File: src/rtl/lu_composer_pkg.sv
// Shared constants and the match-entry layout function for the lookup-entry queue composer.
// The entry is built LSB-first so the source-port width can stay a module parameter.
package lu_composer_pkg;

   localparam logic [3:0] ENTRY_DL    = 4'b0001;
   localparam logic [3:0] ENTRY_MPLS  = 4'b0010;
   localparam logic [3:0] ENTRY_ARP   = 4'b0100;
   localparam logic [3:0] ENTRY_IP_TP = 4'b1000;

   localparam int MAC_W         = 48;
   localparam int ETH_W         = 16;
   localparam int VLAN_W        = 16;
   localparam int NW_ADDR_W     = 32;
   localparam int NW_PROTO_W    = 8;
   localparam int NW_TOS_W      = 8;
   localparam int TP_W          = 16;
   localparam int MPLS_LABEL_W  = 20;
   localparam int MPLS_TC_W     = 3;
   localparam int FIXED_LO_W    = 2 * MAC_W + ETH_W + 2 * NW_ADDR_W + NW_PROTO_W + 2 * TP_W;
   localparam int TAG_BLOCK_W   = 8 + VLAN_W + NW_TOS_W;
   localparam int COMPOSE_MAX_W = 512;

   typedef struct packed {
      logic [MAC_W-1:0]        dl_dst;
      logic [MAC_W-1:0]        dl_src;
      logic [ETH_W-1:0]        dl_ethtype;
      logic [VLAN_W-1:0]       dl_vlantag;
      logic [31:0]             src_port;
      logic [MPLS_LABEL_W-1:0] mplslabel;
      logic [MPLS_TC_W-1:0]    mplstc;
      logic [7:0]              arp_op;
      logic [NW_ADDR_W-1:0]    arp_ip_src;
      logic [NW_ADDR_W-1:0]    arp_ip_dst;
      logic [5:0]              ip_tos;
      logic [NW_PROTO_W-1:0]   ip_proto;
      logic [NW_ADDR_W-1:0]    ip_src;
      logic [NW_ADDR_W-1:0]    ip_dst;
      logic [TP_W-1:0]         tp_src;
      logic [TP_W-1:0]         tp_dst;
   } lu_fields_t;

   function automatic logic [COMPOSE_MAX_W-1:0] compose_entry(
      input logic [3:0] etype,
      input bit         mpls_en,
      input int         spt_w,
      input lu_fields_t f
   );
      logic [NW_TOS_W-1:0]     nw_tos;
      logic [NW_ADDR_W-1:0]    nw_src;
      logic [NW_ADDR_W-1:0]    nw_dst;
      logic [NW_PROTO_W-1:0]   nw_proto;
      logic [TP_W-1:0]         t_src;
      logic [TP_W-1:0]         t_dst;
      logic [MPLS_LABEL_W-1:0] label;
      logic [MPLS_TC_W-1:0]    tc;
      logic [31:0]             port_m;
      logic [COMPOSE_MAX_W-1:0] e;
      int                      tag_lo;
      nw_tos   = '0;
      nw_src   = '0;
      nw_dst   = '0;
      nw_proto = '0;
      t_src    = '0;
      t_dst    = '0;
      label    = '0;
      tc       = '0;
      if (etype == ENTRY_MPLS && mpls_en) begin
         label = f.mplslabel;
         tc    = f.mplstc;
      end
      if (etype == ENTRY_ARP) begin
         nw_src   = f.arp_ip_src;
         nw_dst   = f.arp_ip_dst;
         nw_proto = f.arp_op;
      end
      if (etype == ENTRY_IP_TP) begin
         nw_tos   = {f.ip_tos, 2'b00};
         nw_src   = f.ip_src;
         nw_dst   = f.ip_dst;
         nw_proto = f.ip_proto;
         t_src    = f.tp_src;
         t_dst    = f.tp_dst;
      end
      // 1 << 32 wraps to 0 in 32 bits, so a full-width port still masks to all ones
      port_m = f.src_port & ((32'd1 << spt_w) - 32'd1);
      e = '0;
      e[FIXED_LO_W-1:0] = {f.dl_src, f.dl_dst, f.dl_ethtype, nw_src, nw_dst, nw_proto, t_src, t_dst};
      e = e | (COMPOSE_MAX_W'(port_m) << FIXED_LO_W);
      tag_lo = FIXED_LO_W + spt_w;
      e = e | (COMPOSE_MAX_W'(nw_tos) << tag_lo);
      e = e | (COMPOSE_MAX_W'(f.dl_vlantag) << (tag_lo + NW_TOS_W));
      if (mpls_en)
         e = e | (COMPOSE_MAX_W'({tc, label}) << (tag_lo + TAG_BLOCK_W));
      return e;
   endfunction

endpackage

File: src/rtl/lu_entry_queue_composer_fifo.sv
// Synchronous request FIFO holding composed entries plus packet length.
// Writes into a full queue and reads from an empty queue are ignored.
module lu_req_fifo #(
   parameter int WIDTH      = 272,
   parameter int LOG2_DEPTH = 2
) (
   input  logic                  asclk,
   input  logic                  aresetn,
   input  logic                  wr_en,
   input  logic [WIDTH-1:0]      wr_data,
   input  logic                  rd_en,
   output logic [WIDTH-1:0]      rd_data,
   output logic                  full,
   output logic                  empty,
   output logic [LOG2_DEPTH:0]   level
);

   localparam int DEPTH = 1 << LOG2_DEPTH;

   logic [WIDTH-1:0]      mem_q [DEPTH];
   logic [LOG2_DEPTH-1:0] wr_ptr_q, wr_ptr_d;
   logic [LOG2_DEPTH-1:0] rd_ptr_q, rd_ptr_d;
   logic [LOG2_DEPTH:0]   level_q, level_d;
   logic                  do_wr, do_rd;

   assign full    = (level_q == (LOG2_DEPTH+1)'(DEPTH));
   assign empty   = (level_q == '0);
   assign level   = level_q;
   assign rd_data = mem_q[rd_ptr_q];
   assign do_wr   = wr_en && !full;
   assign do_rd   = rd_en && !empty;

   always_comb begin
      wr_ptr_d = wr_ptr_q;
      rd_ptr_d = rd_ptr_q;
      level_d  = level_q;
      if (do_wr)
         wr_ptr_d = wr_ptr_q + LOG2_DEPTH'(1);
      if (do_rd)
         rd_ptr_d = rd_ptr_q + LOG2_DEPTH'(1);
      if (do_wr && !do_rd)
         level_d = level_q + (LOG2_DEPTH+1)'(1);
      else if (!do_wr && do_rd)
         level_d = level_q - (LOG2_DEPTH+1)'(1);
   end

   always_ff @(posedge asclk) begin
      if (!aresetn) begin
         wr_ptr_q <= '0;
         rd_ptr_q <= '0;
         level_q  <= '0;
      end else begin
         wr_ptr_q <= wr_ptr_d;
         rd_ptr_q <= rd_ptr_d;
         level_q  <= level_d;
      end
   end

   // Storage carries no reset; only the pointers and level define validity.
   always_ff @(posedge asclk) begin
      if (do_wr)
         mem_q[wr_ptr_q] <= wr_data;
   end

endmodule

File: src/rtl/lu_entry_queue_composer.sv
// Composes one flow-table match entry per parsed packet, buffers entries in a small queue
// and presents them to the flow table through a registered req/ack output stage.
module lu_entry_queue_composer
   import lu_composer_pkg::*;
#(
   parameter int OPENFLOW_MATCH_SIZE   = 256,
   parameter int C_AXIS_LEN_DATA_WIDTH = 16,
   parameter int C_AXIS_SPT_DATA_WIDTH = 8,
   parameter int MPLS_ENABLE           = 0,
   parameter int LOG2_DEPTH            = 2,
   parameter int CNT_WIDTH             = 32
) (
   input  logic                             asclk,
   input  logic                             aresetn,
   input  logic                             dl_start,
   input  logic                             dl_done,
   input  logic                             mpls_done,
   input  logic                             arp_done,
   input  logic                             ip_tp_done,
   input  logic [C_AXIS_LEN_DATA_WIDTH-1:0] pkt_len,
   input  logic [C_AXIS_SPT_DATA_WIDTH-1:0] src_port,
   input  logic [47:0]                      dl_dst,
   input  logic [47:0]                      dl_src,
   input  logic [15:0]                      dl_ethtype,
   input  logic [15:0]                      dl_vlantag,
   input  logic [19:0]                      mplslabel,
   input  logic [2:0]                       mplstc,
   input  logic [7:0]                       arp_op,
   input  logic [31:0]                      arp_ip_src,
   input  logic [31:0]                      arp_ip_dst,
   input  logic [5:0]                       ip_tos,
   input  logic [7:0]                       ip_proto,
   input  logic [31:0]                      ip_src,
   input  logic [31:0]                      ip_dst,
   input  logic [15:0]                      tp_src,
   input  logic [15:0]                      tp_dst,
   output logic                             compose_done,
   output logic                             lu_req,
   output logic [OPENFLOW_MATCH_SIZE-1:0]   lu_entry,
   output logic [C_AXIS_LEN_DATA_WIDTH-1:0] lu_len,
   input  logic                             lu_ack,
   output logic [LOG2_DEPTH:0]              q_level,
   output logic [CNT_WIDTH-1:0]             drop_count,
   output logic [CNT_WIDTH-1:0]             err_count
);

   localparam int QW = OPENFLOW_MATCH_SIZE + C_AXIS_LEN_DATA_WIDTH;

   logic [3:0]                       done_vec;
   logic                             capture, one_hot;
   logic                             do_write, do_drop, do_err;
   lu_fields_t                       fields;
   logic [OPENFLOW_MATCH_SIZE-1:0]   entry_c;
   logic [QW-1:0]                    fifo_rd_data;
   logic                             fifo_full, fifo_empty, fifo_pop;
   logic                             load;

   logic                             armed_q, armed_d;
   logic                             compose_done_q, compose_done_d;
   logic                             lu_req_q, lu_req_d;
   logic [OPENFLOW_MATCH_SIZE-1:0]   lu_entry_q, lu_entry_d;
   logic [C_AXIS_LEN_DATA_WIDTH-1:0] lu_len_q, lu_len_d;
   logic [CNT_WIDTH-1:0]             drop_count_q, drop_count_d;
   logic [CNT_WIDTH-1:0]             err_count_q, err_count_d;

   assign done_vec = {ip_tp_done, arp_done, mpls_done, dl_done};
   assign capture  = armed_q && (done_vec != 4'b0000);
   assign one_hot  = $onehot(done_vec);
   // Fullness is taken from the current level, so a same-cycle pop cannot rescue the entry.
   assign do_write = capture && one_hot && !fifo_full;
   assign do_drop  = capture && one_hot && fifo_full;
   assign do_err   = capture && !one_hot;

   always_comb begin
      fields            = '0;
      fields.dl_dst     = dl_dst;
      fields.dl_src     = dl_src;
      fields.dl_ethtype = dl_ethtype;
      fields.dl_vlantag = dl_vlantag;
      fields.src_port   = 32'(src_port);
      fields.mplslabel  = mplslabel;
      fields.mplstc     = mplstc;
      fields.arp_op     = arp_op;
      fields.arp_ip_src = arp_ip_src;
      fields.arp_ip_dst = arp_ip_dst;
      fields.ip_tos     = ip_tos;
      fields.ip_proto   = ip_proto;
      fields.ip_src     = ip_src;
      fields.ip_dst     = ip_dst;
      fields.tp_src     = tp_src;
      fields.tp_dst     = tp_dst;
   end

   assign entry_c = OPENFLOW_MATCH_SIZE'(compose_entry(done_vec, MPLS_ENABLE != 0,
                                                       C_AXIS_SPT_DATA_WIDTH, fields));

   lu_req_fifo #(
      .WIDTH      (QW),
      .LOG2_DEPTH (LOG2_DEPTH)
   ) u_fifo (
      .asclk   (asclk),
      .aresetn (aresetn),
      .wr_en   (do_write),
      .wr_data ({entry_c, pkt_len}),
      .rd_en   (fifo_pop),
      .rd_data (fifo_rd_data),
      .full    (fifo_full),
      .empty   (fifo_empty),
      .level   (q_level)
   );

   assign load     = !lu_req_q || lu_ack;
   assign fifo_pop = load && !fifo_empty;

   always_comb begin
      armed_d        = armed_q;
      compose_done_d = capture;
      lu_req_d       = lu_req_q;
      lu_entry_d     = lu_entry_q;
      lu_len_d       = lu_len_q;
      drop_count_d   = drop_count_q;
      err_count_d    = err_count_q;
      if (capture)
         armed_d = 1'b0;
      if (dl_start)
         armed_d = 1'b1;
      if (load) begin
         lu_req_d = !fifo_empty;
         if (!fifo_empty)
            {lu_entry_d, lu_len_d} = fifo_rd_data;
      end
      if (do_drop && drop_count_q != '1)
         drop_count_d = drop_count_q + CNT_WIDTH'(1);
      if (do_err && err_count_q != '1)
         err_count_d = err_count_q + CNT_WIDTH'(1);
   end

   always_ff @(posedge asclk) begin
      if (!aresetn) begin
         armed_q        <= 1'b0;
         compose_done_q <= 1'b0;
         lu_req_q       <= 1'b0;
         lu_entry_q     <= '0;
         lu_len_q       <= '0;
         drop_count_q   <= '0;
         err_count_q    <= '0;
      end else begin
         armed_q        <= armed_d;
         compose_done_q <= compose_done_d;
         lu_req_q       <= lu_req_d;
         lu_entry_q     <= lu_entry_d;
         lu_len_q       <= lu_len_d;
         drop_count_q   <= drop_count_d;
         err_count_q    <= err_count_d;
      end
   end

   assign compose_done = compose_done_q;
   assign lu_req       = lu_req_q;
   assign lu_entry     = lu_entry_q;
   assign lu_len       = lu_len_q;
   assign drop_count   = drop_count_q;
   assign err_count    = err_count_q;

endmodule
File: config.mk
export PLATFORM = sky130hd
export DESIGN_NAME = lu_entry_queue_composer
export DESIGN_NICKNAME = d
export VERILOG_FILES = /design/src/rtl/lu_composer_pkg.sv /design/src/rtl/lu_entry_queue_composer_fifo.sv /design/src/rtl/lu_entry_queue_composer.sv
export SDC_FILE = /design/constraint.sdc
export NUM_CORES = 1
export LEC_CHECK = 0
export CAP_MARGIN = 5
export CELL_PAD_IN_SITES_DETAIL_PLACEMENT = 1
export CELL_PAD_IN_SITES_GLOBAL_PLACEMENT = 1
export CORE_UTILIZATION = 46
export DETAILED_ROUTE_END_ITERATION = 8
export GPL_ROUTABILITY_DRIVEN = 0
export GPL_TIMING_DRIVEN = 0
export PLACE_DENSITY = 0.78
export SYNTH_ARGS = -nofsm -noshare
export SYNTH_HDL_FRONTEND = slang
export SYNTH_SLANG_ARGS = --single-unit
File: constraint.sdc
create_clock -name asclk -period 13.1 [get_ports asclk]
set_clock_uncertainty 0.2 [all_clocks]
set_input_delay 2.62 -clock asclk [delete_from_list [all_inputs] [get_ports asclk]]
set_output_delay 2.62 -clock asclk [all_outputs]
set_load 0.03 [all_outputs]
# Word-level counts from Yosys, hierarchy flattened
# Memory sizes are Yosys's and may differ from the RTL's. A register that Yosys moved wholly into a read port is not among the register bits.
# Index checks and enable logic that the tools add are counted.
word_totals:
  n_memories: 1
  regBits: 330
  output_inout_bits: 341
  ram_bits: 1056
op_classes:
  add_sub_neg: 9
  eq_ne: 6
  n_reduce_logical: 25
  n_bitwise: 4
  muxes: 15
memory_table:
  columns: ["name", "depth", "word_bits", "read_ports", "rd_clocked_by_memory_dff", "write_ports", "line_no", "rtl"]
  rows:
  - ["u_fifo.mem_q", 4, 264, 1, 1, 1, "lu_entry_queue_composer_fifo.sv:20", "logic [WIDTH-1:0] mem_q [DEPTH];"]
op_table:
  columns: ["operator", "count"]
  rows:
  - ["232-bit by 248-bit OR with 248-bit output", 1]
  - ["224-bit by 232-bit OR with 232-bit output", 1]
  - ["216-bit by 224-bit OR with 224-bit output", 1]
  - ["32-bit two-way mux", 4]
  - ["32-bit by 1-bit adder with 32-bit output, second input constant", 2]
  - ["32-bit inequality test, second input constant", 2]
  - ["16-bit two-way mux", 2]
  - ["8-bit two-way mux", 3]
  - ["1-bit logical AND", 12]
  - ["1-bit logical NOT", 7]
  - ["3-bit two-way mux", 2]
  - ["1-bit by 1-bit adder with 2-bit output", 2]
  - ["2-bit by 1-bit adder with 2-bit output, second input constant", 2]
  - ["4-bit by 3-bit equality test with 1-bit output, second input constant", 1]
  - ["4-bit equality test, second input constant", 1]
  - ["1-bit two-way mux", 4]
  - ["2-bit nonzero test", 2]
  - ["4-bit nonzero test", 1]
  - ["2-bit by 2-bit adder with 3-bit output", 1]
  - ["3-bit by 1-bit adder with 3-bit output, second input constant", 1]
  - ["3-bit by 1-bit equality test with 1-bit output, second input constant", 1]
  - ["3-bit equality test, second input constant", 1]
  - ["3-bit logical NOT", 1]
  - ["3-bit by 1-bit subtractor with 3-bit output, second input constant", 1]
  - ["3 further kinds", 3]

# Longest topological paths before layout
# Gate-level depths: netlist (run 1).
depth:
  depth_word: 10
  mapped_depth: 14
  depth_no_buf: 14

# Cells and area by module
# Synthesis (run 1) repeated with hierarchy kept, for this count alone.
unflattened:
  cells_unflattened: 3218
  hier_area_um2: 53296.1
modules_own_cells:
  columns: ["mod", "area_per_inst_um2", "n_inst", "cells_per_inst", "seq_area_each_um2"]
  rows:
  - ["lu_req_fifo", 39601.7, 1, 1468, 32851.5]
  - ["lu_entry_queue_composer", 13694.4, 1, 1750, 6786.5]

# Worst setup path after synthesis (run 1)
# OpenSTA, ideal clock, no wires.
synth_path:
  path_type: "input to register"
  startpoint: "input port dl_done"
  endpoint: "memory u_fifo.mem_q[1][0] in the netlist's numbering (enable)"
  path_buffers: 0
  required_ns: 12.244
  path_slack_ns: 1.883
  t_arrival_ns: 10.361
  cell_stages: 9
  cell_sequence: "inv_1 -> fa_1 -> inv_1 -> ha_1 -> ha_1 -> nor3b_1 -> nand3_1 -> nor2_1 -> and2_1"
synth_between:
  elab_chain_len: 8
  word_cells_on_any_way: 10
synth_lines:
  columns: ["item", "line_no", "rtl"]
  rows:
  - ["start, declared", "lu_entry_queue_composer.sv:16", "input logic dl_done,"]
  - ["1-bit by 1-bit adder with 2-bit output (implied by the code)", "lu_entry_queue_composer.sv:68", "assign one_hot = $onehot(done_vec);"]
  - ["2-bit by 2-bit adder with 3-bit output (implied by the code)", "lu_entry_queue_composer.sv:68", null]
  - ["3-bit by 1-bit equality test with 1-bit output", "lu_entry_queue_composer.sv:68", null]
  - ["1-bit logical AND (*) (2 in a row)", "lu_entry_queue_composer.sv:70", "assign do_write = capture && one_hot && !fifo_full;"]
  - ["1-bit logical AND (*)", "lu_entry_queue_composer_fifo.sv:30", "assign do_wr = wr_en && !full;"]
  - ["via u_fifo.do_wr", "lu_entry_queue_composer_fifo.sv:24", "logic do_wr, do_rd;"]
  - ["1-bit two-way mux (*)", "lu_entry_queue_composer_fifo.sv:61", "if (do_wr)"]
  - ["1-bit two-way mux (implied by the code) (*)", "lu_entry_queue_composer_fifo.sv:62", "mem_q[wr_ptr_q] <= wr_data;"]
  - ["end, declared", "lu_entry_queue_composer_fifo.sv:20", null]
# The timed path passes the listed nets; every way through them passes the cells marked *.

# Worst setup path after layout (run 1)
layout_path:
  startpoint: "input port ip_tp_done"
  endpoint: "memory u_fifo.mem_q[1][90] in the netlist's numbering (enable)"
layout_between:
  elab_chain_len: 8
  word_cells_on_any_way: 10
layout_lines:
  columns: ["item", "line_no", "rtl"]
  rows:
  - ["start, declared", "lu_entry_queue_composer.sv:19", "input logic ip_tp_done,"]
  - ["1-bit by 1-bit adder with 2-bit output (implied by the code)", "lu_entry_queue_composer.sv:68", null]
  - ["2-bit by 2-bit adder with 3-bit output (implied by the code)", "lu_entry_queue_composer.sv:68", null]
  - ["3-bit by 1-bit equality test with 1-bit output", "lu_entry_queue_composer.sv:68", null]
  - ["1-bit logical AND (*) (2 in a row)", "lu_entry_queue_composer.sv:70", null]
  - ["1-bit logical AND (*)", "lu_entry_queue_composer_fifo.sv:30", null]
  - ["via u_fifo.do_wr", "lu_entry_queue_composer_fifo.sv:24", null]
  - ["1-bit two-way mux (*)", "lu_entry_queue_composer_fifo.sv:61", null]
  - ["1-bit two-way mux (implied by the code) (*)", "lu_entry_queue_composer_fifo.sv:62", null]
# Marks and branches as above.

==> run_results.csv, run 1 <==
group,metric,value,unit
timing,finalHoldViolCount,0,
timing,period_share,50.4,%
worst_setup_path,crit_arrival,6.82,ns
timing,rsz0062_at_grt,"false",
grt,grt.total_usage,26.2,%
floorplan,io_pins,706,
synth,synth_area,51200,um2
worst_setup_path,crit_family,"buffers and inverters",
synth,yosysTopAreaCell,"edfxtp_1",
detailed_routing,firstDrtPassIters,5,
final_layout,area_growth,27.5,%
detailed_routing,routedWlPerCell,26.8,um
clock_network,clk_latency,0.75,ns
clock_network,htree_levels,4,
clock_network,cts_made_buffers,146,
place,dp_slack,5.75,ns
run_status,status,"finished, final reports clean",
timing,finalSetupViolations,0,
detailed_routing,num_vias,30682,
final_layout,drive_gt1_share,14.0,%
worst_setup_path,cp_max_fo,52,
grt,overflow,0,
floorplan,dieHeight,336,um
worst_setup_path,slowest_stage,"and2_4",
floorplan,dieWidth,336,um
timing,timing.slew.headroom,10.7,%
final_layout,fill_cells,10273,
timing,timing.fmax,0.151,GHz
grt,antenna_found_initial,40,
worst_setup_path,critPathKind,"in2reg",
detailed_routing,drt_wl_total,149000,um
pwr,p_leak,21.5,nW
clock_network,post_cts_resized,0,
synth,synth_top_area_share,61.4,%
detailed_routing,avgViaCountPerCell,5.52,
worst_setup_path,max_stage_delay,0.56,ns
synth,ys_seq_area_share,74.6,%
timing,tightest_slew,1.34,ns
detailed_routing,drt_iter0_markers,1898,
timing,setup_ws,6.50,ns
floorplan,fp.coreArea,111000,um2
clock_network,clkTransAtPathRegs,0.06,ns
synth,synthTopCellsByCount,"edfxtp_1, nand2_1, dfxtp_1, a21oi_1, mux4_2",
clock_network,cts_tree,"yes",
final_layout,layout.nets,4293,
pwr,power_density,202,nW/um2
final_layout,fin_area,65300,um2
worst_setup_path,critPathBufInv,6,
flow_run,cap_violations,0,
detailed_routing,drc,0,
floorplan,rows,122,
synth,syn_inst,3066,
final_layout,fin_cells,5554,
place,post-dp-hpwl,98600,um
final_layout,fin_util,59.1,%
worst_setup_path,crit_required,13.31,ns
synth,synth_edf_count,1048,
synth,synth_cell_types,45,
clock_network,root_buffer,"clkbuf_16",
hold_path,hp-class,"reg2reg",
timing,finalCriticalPeriod,6.60,ns
floorplan,die_area,113000,um2
synth,syn_area_per_cell,16.7,um2
synth,synth_warnings,0,
place,portBuffers,671,
worst_setup_path,crit_path_end_kind,"flip-flop",
synth,synth_seq_cells,1384,
detailed_routing,ant_nets,0,
synth,synthArstFlopShare,0,%
grt,grt_max_degree,57,
clock_network,clock_sinks,1384,
clock_network,clockBufferDepth,3,
grt,grt_pass1_vias,33120,
synth,yosysMostFrequentCell,"edfxtp_1",
floorplan,start_util,46.4,%
place,placed_cells,5256,
place,placed_area,60400,um2
grt,grt_pass1_wl,216000,um
synth,synth.area.top_cells,"edfxtp_1, dfxtp_1, mux4_2",
synth,ys.flop_type,"edfxtp_1",
timing,fin_setup_tns,0,ns
clock_network,cts_hold_buf,0,
worst_setup_path,worstPathCellList,"clkdlybuf4s50_1 -> inv_1 -> fa_1 -> inv_1 -> ha_1 -> ha_1 -> nor3b_1 -> nand3_1 -> nor2_1 -> and2_4 -> buf_12 -> buf_16 -> buf_16",
worst_setup_path,start_kind,"input port",
clock_network,cts_setup_buffers,0,
pwr,vdd_drop_max,0.120,mV
worst_setup_path,ff2ff_setup_slack,9.02,ns
timing,maxSlewViolCount,0,
-- final timing paths --
path                         end            start  depth (start not counted)
max reg2reg      u_fifo.level[2]  u_fifo.level[0]                         11
min                    lu_len[8]        lu_len[8]                          2
max          u_fifo.mem_q[1][90]       ip_tp_done                         13
min reg2reg            lu_len[8]        lu_len[8]                          2
-- tightest hold or removal path: stages, from the launching register on --
cell and delay (ns):
dfxtp_1 0.31, nand2_1 0.05, a21oi_1 0.05
-- routing by layer --
| metal | part of all wire, % | wire length, um | global-route usage [%] | up-vias |
|---|---|---|---|---|
| li1 | - | - | - | 13398 |
| met1 | 38 | 56300 | 31.2 | 15851 |
| met2 | 51 | 76000 | 45.0 | 1080 |
| met3 | 6.4 | 9500 | 6.28 | 329 |
| met4 | 4.5 | 6670 | 12.3 | 24 |
| met5 | 0.12 | 175 | 0 | - |
-- stage by stage --
stage	hold WS (ns)	total power, W
floorplan	0.314	0.00751
global placement	0.240	0.00903
detailed placement	0.248	0.00913
CTS	0.258	0.0133
global route	0.275	0.0137
finish	0.253	0.0132
-- layout by cell type (no fill, tap or decap), types with 61 or more instances in the layout --
master and instances:
edfxtp_1 1048, nand2_1 553, a22o_1 72, and2_1 61, clkbuf_1 174, clkdlybuf4s50_1 671, mux4_2 262, a21oi_1 273
clkbuf_16 151, dfxtp_1 336
-- sequential cells by signal, indices dropped and copies added, names as in the netlist --
register	flops
armed_q	1
compose_done	1
drop_count	32
err_count	32
lu_entry	246
lu_len	16
lu_req	1
u_fifo.level	3
u_fifo.mem_q	1048
u_fifo.rd_ptr_q	2
u_fifo.wr_ptr_q	2
-- power by group --
group	leakage, nW	switching, W	internal, W	total, W
registers	12.3	0.000228	0.00507	0.00529
clock network	2.35	0.00173	0.00244	0.00417
logic	6.81	0.00235	0.00142	0.00376
total	21.5	0.00430	0.00892	0.0132
-- kinds of logic after synthesis --
logic type	Yosys count	synth area share [%]
XOR/XNOR	57	0.975
adder cells (fa/ha/maj)	12	0.322
flip-flops	1384	74.6
buffers and inverters	205	1.69
AND/OR/NAND/NOR	784	6.80
AO/OA/AOI/OAI	359	4.09
multiplexers	264	11.6
other	1	0.00732
-- layout make-up --
class                           instances  area [um2]  area share [%]
Antenna cell                           26        65.1          0.0996
Buffer                                190         807            1.24
Clock buffer                          225        4280            6.55
Clock inverter                         47         566           0.866
Inverter                               15        56.3          0.0862
Multi-Input combinational cell       1486       12200            18.7
Sequential cell                      1384       38200            58.5
Tap cell                             1488        1860            2.85
Timing Repair Buffer                  693        7290            11.2
(Power assumes the default switching activity.)
==> run 2, diff against run 1 <==
clock period = 6.7 ns   (was 13.1 ns; I/O delays follow)
==> run 2 against run 1 <==
Against the previous run: sequential cell count unchanged; sequential power rose by 97%; hold slack worse by 0.00065 ns; clock-buffer cell count fell by 13.
==> run_results.csv, run 2 (synthesis gave the netlist of run 1 again) <==
group,metric,value,unit
run_status,status,"finished, final reports clean",
worst_setup_path,cp-startpoint,"ip_tp_done",
detailed_routing,avgViaCountPerCell,5.53,
place,placed_area,60400,um2
place,portBuffers,671,
clock_network,cts_hold_buf,0,
timing,setup_ws,0.927,ns
grt,overflow,0,
clock_network,clockBufferDepth,3,
final_layout,layout.nets,4291,
worst_setup_path,crit_arrival,5.99,ns
clock_network,cts_made_buffers,143,
clock_network,htree_levels,4,
final_layout,largest_reg_flops,1048,
clock_network,cts_tree,"yes",
worst_setup_path,worstReg2RegStart,"u_fifo.level[0]",
worst_setup_path,cp_max_fo,48,
final_layout,fin_area,65100,um2
floorplan,start_util,46.4,%
hold_path,hp-class,"reg2reg",
floorplan,fp.coreArea,111000,um2
detailed_routing,drt_wl_total,150000,um
final_layout,drive_gt1_share,13.9,%
timing,finalSetupViolations,0,
worst_setup_path,crit_path_end_kind,"flip-flop",
pwr,clkPwrFrac,30.8,%
detailed_routing,drt_iter0_markers,2105,
final_layout,top_register,"u_fifo.mem_q",
clock_network,root_buffer,"clkbuf_16",
final_layout,layout_commonest_cell,"edfxtp_1",
detailed_routing,routedWlPerCell,27.0,um
pwr,seqPwrFrac,40.5,%
floorplan,dieHeight,336,um
detailed_routing,num_vias,30649,
timing,maxSlewViolCount,0,
clock_network,clk_latency,0.76,ns
final_layout,fin_util,58.9,%
grt,grt.total_usage,26.4,%
grt,grt_pass1_wl,217000,um
pwr,power.net_switching,0.00837,W
grt,grt_max_degree,56,
worst_setup_path,start_kind,"input port",
clock_network,clock_sinks,1384,
pwr,power.internal,0.0172,W
timing,finalCriticalPeriod,5.77,ns
pwr,p_sw_share,32.7,%
grt,grt_pass1_vias,32844,
pwr,power_density,392,nW/um2
grt,antenna_found_initial,39,
detailed_routing,drc,0,
pwr,vdd_drop_max,0.275,mV
timing,finalHoldViolCount,0,
worst_setup_path,crit_required,6.91,ns
timing,timing.slew.headroom,21.2,%
timing,timing.fmax,0.173,GHz
timing,period_share,86.2,%
clock_network,cts_setup_buffers,0,
final_layout,final_cell_mix,"edfxtp_1, clkdlybuf4s50_1, nand2_1, dfxtp_1, a21oi_1",
worst_setup_path,critPathKind,"in2reg",
floorplan,rows,122,
pwr,pwr-share-comb,28.7,%
pwr,p_leak,21.4,nW
final_layout,area_growth,27.1,%
clock_network,clkTransAtPathRegs,0.06,ns
timing,rsz0062_at_grt,"false",
place,post-dp-hpwl,100000,um
hold_path,hp-start,"lu_entry[143]",
timing,tightest_slew,1.18,ns
flow_run,cap_violations,0,
floorplan,die_area,113000,um2
floorplan,io_pins,706,
floorplan,dieWidth,336,um
clock_network,post_cts_resized,0,
place,dp_slack,0.0901,ns
detailed_routing,ant_nets,0,
detailed_routing,firstDrtPassIters,5,
run 2: changes by cell type in the layout (fill, tap and decap cells not counted), moves of 3 or more:
cell | before | now
bufinv_16 | 9 | 6
clkbuf_1 | 174 | 168
clkbuf_16 | 151 | 148
clkbuf_8 | 22 | 17
clkinv_1 | 8 | 14
clkinv_2 | 14 | 20
diode_2 | 26 | 23
inv_6 | 6 | 3
run 2: cell type report:
| cell class | count | area (um2) |
|---|---|---|
| clock buffer | 212 | 4110 |
| clock inverter | 54 | 531 |
| multi-input combinational | 1486 | 12200 |
| inverter | 15 | 56.3 |
| timing repair buffer | 694 | 7290 |
| buffer | 190 | 808 |
| antenna | 23 | 57.6 |
| fill | 10246 | 45400 |
| tap | 1488 | 1860 |
| sequential | 1384 | 38200 |
run 2: power by group through the flow:
stage                     Combinational (W)  Sequential, W  Clock (W)
after floorplan                     0.00310         0.0116          0
after global placement              0.00715         0.0105          0
after detailed placement            0.00734         0.0105          0
final                               0.00735         0.0104    0.00787
after global routing                0.00784         0.0104    0.00828
after CTS                           0.00745         0.0103    0.00799
run 2: final timing paths:
kind                         end  slack (ns)  cells past startpoint
max          u_fifo.mem_q[0][53]        0.93                     14
min reg2reg        lu_entry[143]        0.25                      2
min                lu_entry[143]        0.25                      2
max reg2reg      u_fifo.level[2]        2.49                     12
run 2: per-layer routing:
metal,wire (um),global-route usage (%),up-vias
li1,-,-,13390
met1,57300,31.7,15938
met2,76900,45.4,1007
met3,9190,6.20,290
met4,6230,11.7,24
met5,161,0,-
run 2: worst max-delay path, stage by stage:
cell,delay (ns)
clkdlybuf4s50_1,0.51
inv_1,0.10
fa_1,0.48
inv_1,0.04
ha_1,0.17
ha_1,0.31
nor3b_1,0.45
nand3_1,0.13
nor2_1,0.41
and2_4,0.71
buf_16,0.32
buf_16,0.32
buf_16,0.27
buf_16,0.26
run 2: per-stage QoR:
step	total power (W)	hold slack (ns)	instances	TNS, ns
final	0.0256	0.252	5546	0
after global routing	0.0265	0.271	5544	0
after CTS	0.0258	0.255	5522	0
after detailed placement	0.0178	0.247	5256	0
after global placement	0.0176	0.241	5234	-3894.85
after floorplan	0.0147	0.314	3075	-329.98
==> run 3, diff against run 2 <==
CORE_ASPECT_RATIO = 0.9   (was not set)
CORE_UTILIZATION = 57   (was 46)
DONT_BUFFER_PORTS = 1   (was not set)
PLACE_DENSITY = 0.83   (was 0.78)
clock period = 7.2 ns   (was 6.7 ns; I/O delays follow)
==> run 3 against run 2 <==
Against the previous run: clock power fell by 6.6%; cell area fell by 11%; sequential cell count did not move; via count fell by 3.7%; highest routed layer unchanged; largest power group unchanged; register-to-register slack improved by 0.30 ns; worst setup slack improved by 0.91 ns; critical path depth fell by 2; core utilization rose by 6.5 points; final cell count fell by 19%; clock-buffer cell count fell by 22; sequential power rose by 6%; routed wire length rose by 0.20%.
==> run_results.csv, run 3 (synthesis gave the netlist of run 1 again) <==
group,metric,value,unit
hold_path,hp-class,"reg2reg",
final_layout,final_cell_mix,"edfxtp_1, nand2_1, dfxtp_1, a21oi_1, mux4_2",
detailed_routing,drt_iter0_markers,2674,
place,placed_cells,4251,
clock_network,root_buffer,"clkbuf_16",
clock_network,htree_levels,4,
grt,grt_pass1_vias,31917,
detailed_routing,num_vias,29511,
detailed_routing,drc,0,
clock_network,clock_sinks,1384,
worst_setup_path,crit_path_end_kind,"flip-flop",
place,portBuffers,0,
pwr,p_sw_share,34.0,%
final_layout,area_growth,13.0,%
grt,grt_max_degree,60,
pwr,power_density,391,nW/um2
worst_setup_path,critPathBufInv,5,
final_layout,fin_cells,4518,
detailed_routing,highest_layer,"met5",
detailed_routing,wl_met1,52000,um
timing,finalCriticalPeriod,5.36,ns
final_layout,top_register,"u_fifo.mem_q",
pwr,p_leak,18.8,nW
timing,period_share,74.5,%
clock_network,clockBufferDepth,3,
timing,finalHoldViolCount,0,
floorplan,start_util,57.9,%
worst_setup_path,cp_max_fo,58,
timing,timing.fmax,0.186,GHz
final_layout,largest_reg_flops,1048,
floorplan,fp.coreArea,88400,um2
clock_network,post_cts_resized,0,
final_layout,fin_util,65.5,%
clock_network,cts_made_buffers,136,
timing,timing.slew.headroom,8.44,%
worst_setup_path,critPathKind,"in2reg",
detailed_routing,routedWlPerCell,33.2,um
pwr,pwr-share-comb,18.9,%
floorplan,dieWidth,318,um
timing,finalSetupViolations,0,
final_layout,layout.nets,3611,
run_status,status,"finished, final reports clean",
detailed_routing,ant_nets,0,
timing,hold_ws,0.369,ns
flow_run,cap_violations,0,
pwr,clkPwrFrac,32.5,%
worst_setup_path,slowest_stage,"and2_4",
clock_network,cts_hold_buf,0,
worst_setup_path,crit_arrival,5.55,ns
grt,grt_pass1_wl,217000,um
grt,overflow,0,
worst_setup_path,crit_family,"simple AND/OR/NAND/NOR gates",
clock_network,cts_tree,"yes",
detailed_routing,firstDrtPassIters,6,
detailed_routing,drt_wl_total,150000,um
worst_setup_path,worstPathCellList,"inv_1 -> fa_1 -> inv_1 -> ha_1 -> ha_1 -> nor3b_1 -> nand3_1 -> nor2_1 -> and2_4 -> buf_16 -> buf_16 -> buf_16",
final_layout,fill_cells,7474,
pwr,power.internal,0.0150,W
clock_network,clkTransAtPathRegs,0.06,ns
clock_network,clk_latency,0.72,ns
grt,grt.total_usage,32.9,%
floorplan,rows,103,
detailed_routing,wl_met2,76600,um
grt,antenna_found_initial,21,
worst_setup_path,crit_top_cell,"buf_16",
detailed_routing,avgViaCountPerCell,6.53,
pwr,vdd_drop_max,0.367,mV
floorplan,dieHeight,286,um
pwr,seqPwrFrac,48.6,%
timing,rsz0062_at_grt,"false",
place,post-dp-hpwl,95600,um
floorplan,io_pins,706,
final_layout,layout_commonest_cell,"edfxtp_1",
worst_setup_path,crit_required,7.39,ns
timing,maxSlewViolCount,0,
final_layout,drive_gt1_share,16.5,%
floorplan,die_area,91100,um2
clock_network,cts_setup_buffers,0,
worst_setup_path,max_stage_delay,0.79,ns
worst_setup_path,start_kind,"input port",
timing,tightest_slew,1.37,ns
pwr,power.net_switching,0.00769,W
detailed_routing,wl_met3,13700,um
==> run 3: changes by cell type in the layout (fill, tap and decap cells not counted), sizes merged <==
cell / previous run / this run
diode: 23 / 14
clkbuf: 334 / 312
clkinv: 40 / 41
inv: 18 / 21
clkdlybuf4s50: 671 / 0
buf: 91 / 89
bufinv: 6 / 11
==> run 3: path summary, 6_finish.rpt <==
check	cells past startpoint	to	start	slack [ns]
setup / recovery	12	u_fifo.mem_q[3][186]	dl_done	1.84
hold / removal	1	compose_done	armed_q	0.37
setup reg to reg	11	u_fifo.level[2]	u_fifo.level[0]	2.79
hold reg to reg	1	compose_done	armed_q	0.37
==> run 3: power groups by stage <==
stage                     clock, W  sequential [W]  combinational (W)
final                      0.00735          0.0110            0.00429
after global routing       0.00768          0.0110            0.00462
after CTS                  0.00740          0.0110            0.00430
after detailed placement         0          0.0111            0.00414
after global placement           0          0.0111            0.00389
after floorplan                  0          0.0108            0.00288
==> run 3: cell type report <==
type | count | area (um2) | area share (%)
Clock inverter | 63 | 724 | 1.25
Clock buffer | 190 | 3870 | 6.69
Timing Repair Buffer | 21 | 536 | 0.925
Antenna cell | 14 | 35.0 | 0.0605
Sequential cell | 1384 | 38200 | 66.0
Inverter | 15 | 56.3 | 0.0973
Tap cell | 1155 | 1450 | 2.50
Multi-Input combinational cell | 1486 | 12200 | 21.1
Buffer | 190 | 810 | 1.40
==> run 3: through the flow <==
step | setup WS (ns) | power (W) | instance area [um2] | TNS (ns)
after floorplan | 0.0851 | 0.0137 | 51300 | 0
after global placement | -2.60 | 0.0150 | 52700 | -2666.36
after detailed placement | 1.10 | 0.0153 | 53300 | 0
after CTS | 1.85 | 0.0227 | 57900 | 0
after global routing | 1.61 | 0.0233 | 57900 | 0
final | 1.84 | 0.0226 | 57900 | 0
==> run 3: routing by layer <==
layer | vias to the layer above | global-route usage, %
met4 | 16 | 16.2
met2 | 1638 | 56.3
met5 | - | 0
met1 | 15407 | 38.2
met3 | 447 | 9.51
li1 | 12003 | -
